File: src/rtl/hilo_ctrl.sv
// hilo_ctrl -- HI/LO register file and multiply/divide sequencing controller.
//
// Decodes the HI/LO family of R-type instructions. MTHI/MTLO write the
// architectural registers directly; MULT/MULTU/DIV/DIVU latch the operands,
// start the corresponding external unit and stall the front end until the
// unit answers or the watchdog expires. A divide by zero is silently dropped.
//
// Ports
//   clk, reset              clock; asynchronous active-high reset
//   op_valid, funct         R-type instruction in execute and its function field
//   SrcA, SrcB              rs / rt operands
//   mul_validIn, mul_sign   multiplier start request (held while waiting), signed select
//   mul_validOut            multiplier result valid
//   mul_Hi, mul_Lo          multiplier result
//   div_validIn, div_sign   divider start request (held while waiting), signed select
//   div_validOut            divider result valid
//   div_Hi, div_Lo          divider remainder / quotient
//   opA, opB                operands latched at start, shared by both units
//   stall                   front-end freeze
//   hilo_rd                 MFHI/MFLO read data
//   Hi, Lo                  architectural HI/LO registers
//   timeout_err             sticky watchdog flag
module hilo_ctrl #(
    parameter int unsigned TIMEOUT = 64
) (
    input  logic        clk,
    input  logic        reset,
    input  logic        op_valid,
    input  logic [5:0]  funct,
    input  logic [31:0] SrcA,
    input  logic [31:0] SrcB,
    output logic        mul_validIn,
    output logic        mul_sign,
    input  logic        mul_validOut,
    input  logic [31:0] mul_Hi,
    input  logic [31:0] mul_Lo,
    output logic        div_validIn,
    output logic        div_sign,
    input  logic        div_validOut,
    input  logic [31:0] div_Hi,
    input  logic [31:0] div_Lo,
    output logic [31:0] opA,
    output logic [31:0] opB,
    output logic        stall,
    output logic [31:0] hilo_rd,
    output logic [31:0] Hi,
    output logic [31:0] Lo,
    output logic        timeout_err
);

    localparam logic [1:0] IDLE     = 2'd0;
    localparam logic [1:0] MUL_WAIT = 2'd1;
    localparam logic [1:0] DIV_WAIT = 2'd2;

    localparam logic [5:0] F_MFHI  = 6'b010000;
    localparam logic [5:0] F_MTHI  = 6'b010001;
    localparam logic [5:0] F_MFLO  = 6'b010010;
    localparam logic [5:0] F_MTLO  = 6'b010011;
    localparam logic [5:0] F_MULT  = 6'b011000;
    localparam logic [5:0] F_MULTU = 6'b011001;
    localparam logic [5:0] F_DIV   = 6'b011010;
    localparam logic [5:0] F_DIVU  = 6'b011011;

    localparam int unsigned CW = $clog2(TIMEOUT + 1);

    logic [1:0]    state;
    logic [CW-1:0] wd_cnt;
    logic          in_idle;
    logic          start_mul;
    logic          start_div;
    logic          do_mthi;
    logic          do_mtlo;
    logic          wd_expire;

    // Instruction decode only matters in IDLE; in a WAIT state the
    // front end is frozen and op_valid/funct are ignored.
    assign in_idle   = (state == IDLE);
    assign start_mul = in_idle && op_valid && (funct == F_MULT || funct == F_MULTU);
    assign start_div = in_idle && op_valid && (funct == F_DIV || funct == F_DIVU)
                       && (SrcB != '0);
    assign do_mthi   = in_idle && op_valid && (funct == F_MTHI);
    assign do_mtlo   = in_idle && op_valid && (funct == F_MTLO);

    // Counter holds the number of completed WAIT cycles; the TIMEOUT-th
    // WAIT cycle without a response is the last one.
    assign wd_expire = (wd_cnt == CW'(TIMEOUT - 1));

    assign mul_validIn = (state == MUL_WAIT);
    assign div_validIn = (state == DIV_WAIT);

    always_comb begin
        stall = 1'b0;
        case (state)
            IDLE:     stall = start_mul || start_div;
            MUL_WAIT: stall = !mul_validOut;
            DIV_WAIT: stall = !div_validOut;
            default:  stall = 1'b0;
        endcase
    end

    // Read data reflects the registers before any same-cycle write.
    always_comb begin
        hilo_rd = '0;
        if (funct == F_MFHI)
            hilo_rd = Hi;
        else if (funct == F_MFLO)
            hilo_rd = Lo;
    end

    always_ff @(posedge clk or posedge reset) begin
        if (reset) begin
            state       <= IDLE;
            wd_cnt      <= '0;
            Hi          <= '0;
            Lo          <= '0;
            opA         <= '0;
            opB         <= '0;
            mul_sign    <= 1'b0;
            div_sign    <= 1'b0;
            timeout_err <= 1'b0;
        end else begin
            case (state)
                IDLE: begin
                    if (start_mul) begin
                        opA      <= SrcA;
                        opB      <= SrcB;
                        mul_sign <= ~funct[0];
                        wd_cnt   <= '0;
                        state    <= MUL_WAIT;
                    end else if (start_div) begin
                        opA      <= SrcA;
                        opB      <= SrcB;
                        div_sign <= ~funct[0];
                        wd_cnt   <= '0;
                        state    <= DIV_WAIT;
                    end else if (do_mthi) begin
                        Hi <= SrcA;
                    end else if (do_mtlo) begin
                        Lo <= SrcA;
                    end
                end
                MUL_WAIT: begin
                    if (mul_validOut) begin
                        Hi    <= mul_Hi;
                        Lo    <= mul_Lo;
                        state <= IDLE;
                    end else if (wd_expire) begin
                        timeout_err <= 1'b1;
                        state       <= IDLE;
                    end else begin
                        wd_cnt <= wd_cnt + 1'b1;
                    end
                end
                DIV_WAIT: begin
                    if (div_validOut) begin
                        Hi    <= div_Hi;
                        Lo    <= div_Lo;
                        state <= IDLE;
                    end else if (wd_expire) begin
                        timeout_err <= 1'b1;
                        state       <= IDLE;
                    end else begin
                        wd_cnt <= wd_cnt + 1'b1;
                    end
                end
                default: state <= IDLE;
            endcase
        end
    end

endmodule

File: config.mk
export PLATFORM = sky130hd
export DESIGN_NAME = hilo_ctrl
export DESIGN_NICKNAME = d
export VERILOG_FILES = /design/src/rtl/hilo_ctrl.sv
export SDC_FILE = /design/constraint.sdc
export NUM_CORES = 1
export LEC_CHECK = 0
export CAP_MARGIN = 20
export CORE_AREA = 2 2 145 147
export DETAILED_ROUTE_END_ITERATION = 16
export DIE_AREA = 0 0 147 149
export PLACE_DENSITY_LB_ADDON = 0.12
export SYNTH_ARGS = -nofsm -noshare
export SYNTH_HDL_FRONTEND = slang
export SYNTH_SLANG_ARGS = --single-unit
export TNS_END_PERCENT = 10
File: constraint.sdc
create_clock -name clk -period 7.7 [get_ports clk]
set_clock_uncertainty 0.05 [all_clocks]
set_input_delay 0.77 -clock clk [delete_from_list [all_inputs] [get_ports clk]]
set_output_delay 0.77 -clock clk [all_outputs]
set_load 0.01 [all_outputs]
# == After elaboration in Yosys (flattened, before gate mapping) ==
# Index checks and enable logic that the tools add are counted.
# Widths: inputs -> output; s select.
# classes
n_addsub,1
n_mul,0
div_mod_pow,0
magnitude_cmp,0
n_eq_ne,21
n_shift,0
n_mux,36
bitwise_logic,2
reduce_logical,23
# op_table
op,count
$mux 32,17
$pmux 32 s3,2
$eq 6x5->1 const B,8
$mux 7,5
$reduce_bool 32->1,1
$pmux 7 s3,1
$mux 2,5
$ne 2x2->1 const B,5
$ne 2x1->1 const B,4
$add 7x1->7 const B,1
$eq 7x6->1 const B,1
$reduce_and 7->1,1
$logic_and 1x1->1,6
$pmux 2 s3,1
$reduce_and 3->1,2
$reduce_and 6->1,1
$reduce_and 2->1,2
$reduce_and 4->1,1
$reduce_bool 2->1,2
$logic_or 1x1->1,3
$mux 1,3
$ne 3x1->1 const B,1
$pmux 1 s3,1
$reduce_bool 3->1,1
6 further kinds,8
# word_totals
regBits,140
latchBits,0
mem_bits_rw,0
mem_bits_ro,0
inputBits,203
output_inout_bits,166
wordCells,92
mem_count,0

# == Longest topological paths before layout ==
# Gate-level depths: netlist (run 1).
# depth
word_depth,8
ltp_mapped,9
depth_no_buf,8

# == Worst setup path after synthesis (run 1) ==
# No wires, ideal clock.
# synth_path
path_kind,input to output
startpoint,input funct[2]
endpoint,output stall
t_arrival_ns,1.870
t_required_ns,6.880
path_slack_ns,5.010
path_stages,7
n_path_buf,2
path_cell_list,nor3b_2 nand4_1 a21oi_2 buf_6 buf_6 nor2_1 nor2_1
# synth_via
elab_chain_len,6
elab_cells_between_ends,11
classes_between,eq/ne (4); mux (1); reduce/logical (6)
# synth_lines
item,line_no,rtl
"start, declared",29,"input logic [5:0] funct,"
$eq 6x5->1,79,assign start_div = in_idle && op_valid && (funct == F_DIV || funct == F_DIVU)
$logic_or 1x1->1,79,
$logic_and 1x1->1,79,
$logic_and 1x1->1,80,&& (SrcB != '0);
$logic_or 1x1->1 *,94,IDLE: stall = start_mul || start_div;
$pmux 1 s3 *,93,case (state)
"end, declared",44,"output logic stall,"
# Every way passes the cells marked *; elsewhere a longest branch is shown, timed or not.

# == Worst setup path after layout (run 1) ==
# layout_path
startpoint,register state[0]
endpoint,output stall
# layout_via
elab_chain_len,6
elab_cells_between_ends,9
classes_between,eq/ne (2); mux (1); reduce/logical (6)
# layout_lines
item,line_no,rtl
"start, declared",66,logic [1:0] state;
"start signal, assigned",112,state <= IDLE;
"start signal, assigned",129,state <= MUL_WAIT;
"start signal, assigned",135,state <= DIV_WAIT;
$logic_not 2->1,"77, 93",
$logic_and 1x1->1,"78, 79",
$logic_and 1x1->1,79,
$logic_and 1x1->1,80,
$logic_or 1x1->1,94,
$pmux 1 s3 *,93,
# Marked as above.

==> summary.txt, run 1 <==
STA
  – RSZ-0062 raised after global routing: false
  – Crit path time final: 4102 ps
  – Max Slew Vio Count: 0
  – Fmax: 243.8 MHz
  – Endpoints failing hold: 0
  – Final WS setup: around 3600 ps
  – Relative slew slack: a little over two fifths
  – Sum Neg Setup Slack: 0 ps
  – Slew @ Worst Pin: 870.3 ps
  – # setup viols final: 0
  – Final Cycle Share: a little over half

Floorplan
  – Die area: 21900 µm²
  – Core box area: roughly 21000 µm²
  – Die outline width: roughly 150 µm
  – Die H: 149 µm
  – FP Rows: 53
  – Starting Density: 34.74%
  – # IOs: approximately 370

Critical path
  – WP buf/inv: 4
  – Crit Path Max Fanout: 42
  – Worst setup EP type: primary output
  – Critical Path Start Type: flop
  – Crit path largest cell delay: 570 ps
  – CP arrival: 3280 ps
  – Req. time, crit path: 6880 ps
  – Crit path max-delay family: buffers and inverters
  – Kind of critical path: reg2out
  – Critical path's slowest cell: clkdlybuf4s50_1
  – Critical-path cell list: inv_1 -> ha_2 -> buf_4 -> inv_1 -> o22ai_1 -> nor2_1 -> nor2_1 -> clkdlybuf4s50_1

GRT
  – GR Util All Layers: 23.16%
  – Initial antenna violation count: 0
  – Largest net degree at the start of global routing: between 100 and 150
  – Vias in the first global route: about 6600
  – GR Overflow Total: 0
  – First-pass GRT wire length: 38830 µm

Route
  – Initial DRC Count: 255
  – Post-DRT Antenna Nets: 0
  – Drt total wl: 25570 µm
  – Wire per inst: 20.28 µm
  – Pre-antenna DRT Iters: 4
  – Vias/cell: between 5 and 6
  – Via count: approximately 6500
  – DRC: 0

Power and ir drop
  – Peak supply drop: 192.4 µV
  – PwrDens: 382.1 nW/µm²
  – Lkg Pwr: 4.991 nW

Clock tree
  – Post-CTS setup buffers: 0
  – CTS tree: yes
  – CTS H-tree lvls: 4
  – Post_cts resized: 0
  – Sink Count: 140
  – Cts bufs inserted: 17
  – Clock Path Buffers: 2
  – Worst-path clk slew: 60 ps
  – Clock latency on the worst-skew pair: 420 ps
  – Hold Buf Count CTS: 0
  – Root Driver: clkbuf_16

Finish
  – Commonest non-fill, non-tap cell in the layout: clkdlybuf4s50_1
  – # diodes: 0
  – Fillers: 1780
  – Finished Core Util: 56.97%
  – Nets: 1182
  – Share of cells above drive strength 1: 11.76%
  – Area growth from synthesis to layout: 64.03%
  – Most frequent cells in the layout: 367 x clkdlybuf4s50_1, 140 x dfrtp_1, 70 x nor2_1, 65 x a22oi_1, 65 x a21o_1

Run
  – Maxcap violations: 0

Synthesis
  – Synth area leaders: dfrtp_1 49%, mux2_4 8.2%, a21o_1 6.8%
  – Yosys cell types: 40
  – Syn Nets: 837
  – Top-area cell type share of the netlist area: 49.06%
  – Cells after Synth: 629
  – Syn avg cell area: 11.35 µm²
  – #FFs+latches synth: between 100 and 150
  – Cell Area, Synth: about 7100 µm²
  – Register area share after synthesis: 49.06%
  – YS warnings: 0
  – Leading area contributor after synthesis: dfrtp_1

Placed design
  – Dpl ws: 3955 ps
  – RePlAce Congestion: 0.8665
  – Detailed Place HPWL: between 15000 and 20000 µm
  – PortBufs: approximately 370

Hold path
  – HP Class: reg2reg

Outcome
  – Outcome: completed
## where the power goes
part	switching, W	internal, W
logic	0.00107	0.00121
registers	0.000243	0.00107
clock network	0.000319	0.000558
total	0.00164	0.00284
## path summary, 6_finish.rpt
path / slack (ps) / to / cells after the start / startpoint
min reg2reg: 430 / timeout_err / 1 / timeout_err
max: 3600 / stall / 8 / state[0]
min in group asynchronous: 750 / opB[11] / 2 / reset
max reg2reg: 4000 / Hi[13] / 10 / state[0]
max in group asynchronous: 5700 / Lo[0] / 4 / reset
min: 430 / timeout_err / 1 / timeout_err
## sequential cells by signal, summed over array words and instances (netlist names)
register,cells
Lo,32
Hi,32
mul_sign,1
opA,32
wd_cnt,7
timeout_err,1
div_sign,1
opB,32
state,2
## kinds of logic after synthesis
kind of cell | after synthesis | synth area share [%]
compound gates | 219 | 22.73
fa+ha+maj | 5 | 0.8761
buf+inv | 63 | 4.048
flops | 140 | 49.06
mux | 97 | 16.77
simple gates | 105 | 6.518
## routing by layer
| metal | share of wire [%] | global-route usage (%) | vias up |
|---|---|---|---|
| met5 | 0 | 0 | - |
| met4 | 1.5 | 6.394 | 0 |
| met3 | 7.0 | 6.361 | 27 |
| met2 | 50 | 39.74 | 260 |
| met1 | 41 | 28.92 | 3174 |
| li1 | - | - | 3059 |
## cell type report
class	count	area, µm²	area share, %
well taps	275	344.1	2.938
clock inverters	10	165.2	1.410
inverters	10	42.54	0.3632
repair buffers	379	3814	32.56
multi-input cells	426	3383	28.89
flip-flops and latches	140	3503	29.91
clock buffers	21	460.4	3.931
## stage by stage
stage | area, µm² | total power (W) | instances | hold WS, ps
2_1_floorplan | 7141 | 0.002478 | 629 | 446.8
3_3_place_gp | 11010 | 0.003584 | 1227 | 399.7
5_1_grt | 11710 | 0.004748 | 1261 | 459.8
6_report | 11710 | 0.004475 | 1261 | 425.3
4_1_cts | 11640 | 0.004506 | 1258 | 430.5
3_5_place_dp | 11010 | 0.003604 | 1227 | 417.1
## synthesized netlist by cell type
| cell | instances |
|---|---|
| o22ai_1 | 3 |
| nand4b_1 | 1 |
| clkbuf_1 | 33 |
| nor3b_2 | 1 |
| mux2i_1 | 33 |
| a21oi_1 | 5 |
| buf_4 | 1 |
| mux2_4 | 39 |
| nor4_1 | 8 |
| or3_1 | 2 |
| buf_6 | 5 |
| nor3_1 | 1 |
| inv_1 | 10 |
| nand2_1 | 9 |
| ha_1 | 5 |
| buf_2 | 9 |
| nand4_1 | 6 |
| mux2_2 | 25 |
| a31o_2 | 2 |
| buf_1 | 5 |
| nor2_2 | 1 |
| nand3_1 | 2 |
| nor3b_1 | 1 |
| nand2b_1 | 2 |
| a31oi_1 | 1 |
| a22o_1 | 1 |
| o21ai_0 | 5 |
| o22a_1 | 1 |
| a41oi_1 | 1 |
| nor2_1 | 70 |
| o21ai_1 | 1 |
| and3_1 | 1 |
| a21o_1 | 65 |
| a22oi_1 | 65 |
| a21boi_0 | 2 |
| a41o_1 | 1 |
| a211oi_1 | 64 |
| dfrtp_1 | 140 |
| a21oi_2 | 1 |
| o21ai_2 | 1 |
## worst reg2reg max path: stages (launching register included)
cell	delay (ps)
dfrtp_1	400
inv_1	150
ha_2	560
buf_4	530
inv_1	130
o22ai_1	340
nor2_1	160
nand2_2	430
buf_4	530
a211oi_1	120
a21o_1	190
No activity file was read; power rests on OpenSTA's default activity.
==> run 2, diff against run 1 <==
==> constraint.sdc (replaced) <==
create_clock -name clk -period 3.8 [get_ports clk]
set_clock_uncertainty 0.05 [all_clocks]
set_input_delay 0.38 -clock clk [delete_from_list [all_inputs] [get_ports clk]]
set_output_delay 0.38 -clock clk [all_outputs]
set_load 0.01 [all_outputs]
==> run 2 against run 1 <==
  * Flip-flop and latch count is the same
  * Via count shrank 0.41%
  * Design area is essentially flat
  * Clock power grew 100%
  * Register-to-register slack lost 2900 ps
  * Cell count is essentially flat
  * Sequential power grew 100%
  * Hold slack lost 10 ps
  * Die area is the same
  * Utilization is essentially flat
  * Power grew 100%
  * Critical path depth shrank 4
  * Critical path type unchanged
  * Critical endpoint is now mul_validIn
==> summary.txt, run 2 (same netlist as run 1, synthesis figures left out) <==
Outcome
  – Outcome: completed

Placed design
  – Cell Area, Placed: 11080 µm² (+0.65%)
  – Detailed Place HPWL: 17660 µm (-3.3%)
  – RePlAce Congestion: 0.8141 (-6.0%)
  – PortBufs: 368 (unchanged)
  – Dpl ws: 772.2 ps (-3182 ps)

Route
  – Wire per inst: 19.55 µm (-3.6%)
  – Via count: 6493 (-0.41%)
  – Initial DRC Count: 246 (-3.5%)
  – DRC: 0 (unchanged)
  – Drt total wl: 24630 µm (-3.7%)
  – Post-DRT Antenna Nets: 0 (unchanged)
  – Vias/cell: 5.153 (-0.34%)
  – Pre-antenna DRT Iters: 4 (unchanged)

Floorplan
  – Starting Density: 34.74% (unchanged)
  – Die outline width: 147 µm (unchanged)
  – FP Rows: 53 (unchanged)
  – Core box area: 20560 µm² (unchanged)
  – Die area: 21900 µm² (unchanged)
  – # IOs: 369 (unchanged)
  – Die H: 149 µm (unchanged)

Clock tree
  – Hold Buf Count CTS: 0 (unchanged)
  – Post_cts resized: 0 (unchanged)
  – Cts bufs inserted: 17 (unchanged)
  – Clock Path Buffers: 2 (unchanged)
  – Clock latency on the worst-skew pair: 420 ps (about the same)
  – Root Driver: clkbuf_16
  – Worst-path clk slew: 60 ps (about the same)
  – Post-CTS setup buffers: 0 (unchanged)
  – Sink Count: 140 (unchanged)
  – CTS H-tree lvls: 4 (unchanged)
  – CTS tree: yes

STA
  – Fmax: between 300 and 400 MHz
  – Final Cycle Share: about four fifths
  – Endpoints failing hold: 0 (unchanged)
  – RSZ-0062 raised after global routing: false
  – Crit path time final: 3090 ps
  – Final WS setup: 710.4 ps (-2888 ps)
  – Max Slew Vio Count: 0 (unchanged)
  – Slew @ Worst Pin: 997.7 ps (+127.4 ps)
  – Sum Neg Setup Slack: 0 ps (unchanged)
  – # setup viols final: 0 (unchanged)
  – Relative slew slack: 33.49% (-8.2 points)

Critical path
  – Kind of critical path: reg2out
  – Req. time, crit path: 3370 ps (-3510 ps)
  – Worst setup EP type: primary output
  – FF-to-FF Start: state[1]
  – R2r endpoint: Lo[31]
  – CP arrival: 2660 ps (-620 ps)
  – R2r setup slk: 1090 ps (-2910 ps)
  – Length in cells of the worst reg-to-reg path: 9 (-1)
  – Critical Path Start Type: flop
  – Crit Path Max Fanout: 41 (-2.4%)

Finish
  – Share of cells above drive strength 1: 11.88% (+0.11 points)
  – Commonest non-fill, non-tap cell in the layout: clkdlybuf4s50_1
  – # diodes: 0 (unchanged)
  – Fillers: 1803 (+1.3%)
  – Nets: 1183 (+0.085%)
  – Area growth from synthesis to layout: 64.13% (about the same)
  – Finished Cell Area: 11720 µm² (about the same)
  – Most frequent cells in the layout: 367 x clkdlybuf4s50_1, 140 x dfrtp_1, 70 x nor2_1, 65 x a22oi_1, 65 x a21o_1
  – Finished Core Util: 57.01% (about the same)

Power and ir drop
  – Lkg Pwr: 5.006 nW (+0.31%)
  – PwrDens: 771.6 nW/µm² (+100%)
  – Peak supply drop: 347.8 µV (+81%)

GRT
  – GR Util All Layers: 22.40% (-0.76 points)
  – First-pass GRT wire length: 37580 µm (-3.2%)
  – GR Overflow Total: 0 (unchanged)
  – Initial antenna violation count: 0 (unchanged)
  – Largest net degree at the start of global routing: 141 (+32%)
  – Vias in the first global route: 6589 (+0.29%)

Run
  – Maxcap violations: 0 (unchanged)

Hold path
  – HP Class: in2async
## run 2: cell count changes in the layout (fill, tap and decap cells not counted), sizes merged
cell	before	now
clkinvlp	3	1
buf	12	13
clkbuf	21	18
clkinv	3	6
## run 2: area by class of cell
type	count	area (µm²)	area share (%)
clock buffers	18	439.2	3.747
clock inverters	11	170.2	1.452
inverters	10	41.29	0.3523
multi-input cells	426	3383	28.87
flip-flops and latches	140	3503	29.89
well taps	275	344.1	2.936
repair buffers	380	3839	32.75
## run 2: how the worst max path moves through the flow
stage | from | to
final | state[1] | mul_validIn
after global routing | state[1] | stall
after CTS | state[1] | mul_validIn
after detailed placement | funct[2] | opB[3]
after global placement | funct[2] | opA[31]
after floorplan | reset | Hi[0]
## run 2: power breakdown
part	leakage, nW	total [W]	switching (W)	internal, W
registers	1.75	0.00264	0.000467	0.00218
logic	2.95	0.00465	0.00215	0.00250
clock network	0.302	0.00175	0.000646	0.00111
total	5.01	0.00904	0.00326	0.00578
## run 2: through the flow
stage / std cells / total power, W / hold slack, ps
after detailed placement: 1230 / 0.007367 / 404.8
after floorplan: 629 / 0.005022 / 438.9
final: 1260 / 0.009043 / 415.1
after global routing: 1260 / 0.009619 / 438.6
after global placement: 1230 / 0.007310 / 399.7
after CTS: 1259 / 0.009157 / 417.6
## run 2: worst max-delay path, cell delays in order (launching register included)
cell and delay [ps]:
dfrtp_1 430, inv_1 130, ha_2 540, buf_4 500, clkdlybuf4s50_1 630
## run 2: metal layers
metal  vias to the layer above  global-route usage, %  part of all wire [%]
li1                       3059                      -                     -
met2                       272                  37.84                    49
met5                         -                      0                     0
met3                        37                  6.606                   7.9
met4                         0                  8.317                   2.3
met1                      3125                  27.30                    41
==> run 3, diff against run 2 <==
==> constraint.sdc (replaced) <==
create_clock -name clk -period 2.86 [get_ports clk]
set_clock_uncertainty 0.05 [all_clocks]
set_input_delay 0.286 -clock clk [delete_from_list [all_inputs] [get_ports clk]]
set_output_delay 0.286 -clock clk [all_outputs]
set_load 0.01 [all_outputs]
==> run 3 against run 2 <==
  * Cell count increased by 1.0%
  * Sequential power is 33% higher
  * Critical endpoint is now stall
  * Clock power rose by 30%
  * Design area increased by 0.69%
  * Combinational power rose by 35%
  * Power grew 33%
  * Largest power group unchanged
==> summary.txt, run 3 (same netlist as run 1, synthesis figures left out) <==
Clock tree
  – Root Driver: clkbuf_16
  – Clock Path Buffers: 2 (unchanged)
  – Post_cts resized: 0 (unchanged)
  – Clock latency on the worst-skew pair: 410 ps (about the same)
  – Worst-path clk slew: 60 ps (about the same)
  – Sink Count: 140 (unchanged)
  – CTS H-tree lvls: 4 (unchanged)
  – Hold Buf Count CTS: 0 (unchanged)
  – Cts bufs inserted: 17 (unchanged)
  – Post-CTS setup buffers: 0 (unchanged)
  – CTS tree: yes

Critical path
  – FF-to-FF Start: state[0]
  – Length in cells of the worst reg-to-reg path: 9 (unchanged)
  – CP endpoint: stall
  – Critical Path Source: state[0]
  – Critical Path Start Type: flop
  – CP arrival: 2320 ps (-340 ps)
  – Kind of critical path: reg2out
  – Req. time, crit path: 2520 ps (-850 ps)
  – Crit Path Max Fanout: 6 (-85%)
  – R2r setup slk: 350 ps (-740 ps)
  – R2r endpoint: Lo[31]
  – Worst setup EP type: primary output

Floorplan
  – # IOs: 369 (unchanged)
  – Die H: 149 µm (unchanged)
  – FP Rows: 53 (unchanged)
  – Die area: 21900 µm² (unchanged)
  – Core box area: 20560 µm² (unchanged)
  – Starting Density: 34.74% (unchanged)
  – Die outline width: 147 µm (unchanged)

GRT
  – Largest net degree at the start of global routing: 67 (-52%)
  – GR Util All Layers: 22.69% (+0.28 points)
  – First-pass GRT wire length: 38140 µm (+1.5%)
  – Vias in the first global route: 6673 (+1.3%)
  – GR Overflow Total: 0 (unchanged)
  – Initial antenna violation count: 0 (unchanged)

Power and ir drop
  – Lkg Pwr: 5.043 nW (+0.74%)
  – PwrDens: 1022 nW/µm² (+32%)
  – Peak supply drop: 434.1 µV (+25%)
  – Total power: 0.01206 W (+33%)

Route
  – Drt total wl: 25110 µm (+1.9%)
  – Vias/cell: 5.104 (-0.96%)
  – Initial DRC Count: 291 (+18%)
  – Via count: 6497 (+0.062%)
  – Pre-antenna DRT Iters: 5 (+1)
  – Wire per inst: 19.72 µm (+0.91%)
  – Post-DRT Antenna Nets: 0 (unchanged)
  – DRC: 0 (unchanged)

Placed design
  – Dpl ws: 231.1 ps (-541.0 ps)
  – Detailed Place HPWL: 18790 µm (+6.4%)
  – RePlAce Congestion: 0.8396 (+3.1%)
  – PortBufs: 368 (unchanged)
  – Inst Count DP: 1241 (+0.89%)

STA
  – # setup viols final: 0 (unchanged)
  – Slew @ Worst Pin: 785.4 ps (-212.3 ps)
  – Final hold slack: 313.6 ps (-101.5 ps)
  – Max Slew Vio Count: 0 (unchanged)
  – Final WS setup: 202.2 ps (-508.2 ps)
  – Sum Neg Setup Slack: 0 ps (unchanged)
  – RSZ-0062 raised after global routing: false
  – Crit path time final: about 2700 ps
  – Fmax: 376.3 MHz
  – Endpoints failing hold: 0 (unchanged)
  – Final Cycle Share: 92.93%
  – Relative slew slack: 47.53% (+14 points)

Run
  – Maxcap violations: 0 (unchanged)

Finish
  – Most frequent cells in the layout: 367 x clkdlybuf4s50_1, 140 x dfrtp_1, 70 x nor2_1, 65 x a22oi_1, 65 x a21o_1
  – Area growth from synthesis to layout: 65.27%
  – Fillers: 1809 (+0.33%)
  – # diodes: 0 (unchanged)
  – Share of cells above drive strength 1: 12.73% (+0.85 points)
  – Nets: 1193 (+0.85%)
  – Commonest non-fill, non-tap cell in the layout: clkdlybuf4s50_1
  – Non-filler cells, final: 1273 (+1.0%)

Hold path
  – HP Class: in2async

Outcome
  – Outcome: completed
==> run 3: changes by cell type in the layout (fill, tap and decap cells not counted), sizes merged <==
cell	delta
buf	+10
bufinv	-1
clkbuf	+2
clkinv	-4
clkinvlp	+3
inv	+3
==> run 3: per-stage QoR <==
| step | utilization [%] | area [µm²] |
|---|---|---|
| final | 57.41 | 11800 |
| after detailed placement | 54.50 | 11200 |
| after CTS | 57.41 | 11800 |
| after global routing | 57.41 | 11800 |
| after global placement | 54.50 | 11200 |
| after floorplan | - | 7144 |
==> run 3: worst min path at each step <==
stage                   to         from  cells after the start
3_3_place_gp   timeout_err  timeout_err                      1
5_1_grt             opB[1]        reset                      2
3_5_place_dp   timeout_err  timeout_err                      1
6_report           opB[30]        reset                      2
2_1_floorplan     div_sign     funct[0]                      1
4_1_cts            opB[30]        reset                      2
==> run 3: report_power, final <==
group / total (W) / internal, W / leakage [nW] / switching, W
sequential: 0.00352 / 0.00289 / 1.75 / 0.000628
combinational: 0.00627 / 0.00337 / 3.01 / 0.00290
clock: 0.00227 / 0.00138 / 0.282 / 0.000883
total: 0.0121 / 0.00765 / 5.04 / 0.00441
==> run 3: routing by layer <==
| metal | routed length [µm] | vias to the layer above | GRT usage (%) |
|---|---|---|---|
| met5 | 0 | - | 0 |
| met4 | 729 | 0 | 8.750 |
| met1 | 10340 | 3133 | 27.73 |
| li1 | - | 3071 | - |
| met2 | 12230 | 252 | 38.03 |
| met3 | 1812 | 41 | 6.728 |
==> run 3: final cells by class <==
| type | count | area [µm²] | share of cell area (%) |
|---|---|---|---|
| Timing Repair Buffer | 390 | 3931 | 33.31 |
| Sequential cell | 140 | 3503 | 29.69 |
| Multi-Input combinational cell | 426 | 3383 | 28.67 |
| Clock buffer | 20 | 436.7 | 3.700 |
| Tap cell | 275 | 344.1 | 2.916 |
| Clock inverter | 12 | 161.4 | 1.368 |
| Inverter | 10 | 41.29 | 0.3499 |
==> run 3: worst max-delay path, cell delays in order (launching register included) <==
cell and delay (ps):
dfrtp_1 400, inv_1 160, ha_4 190, nand4_1 190
a21oi_4 250, nor2_1 70, nor2_1 100, clkdlybuf4s50_1 560
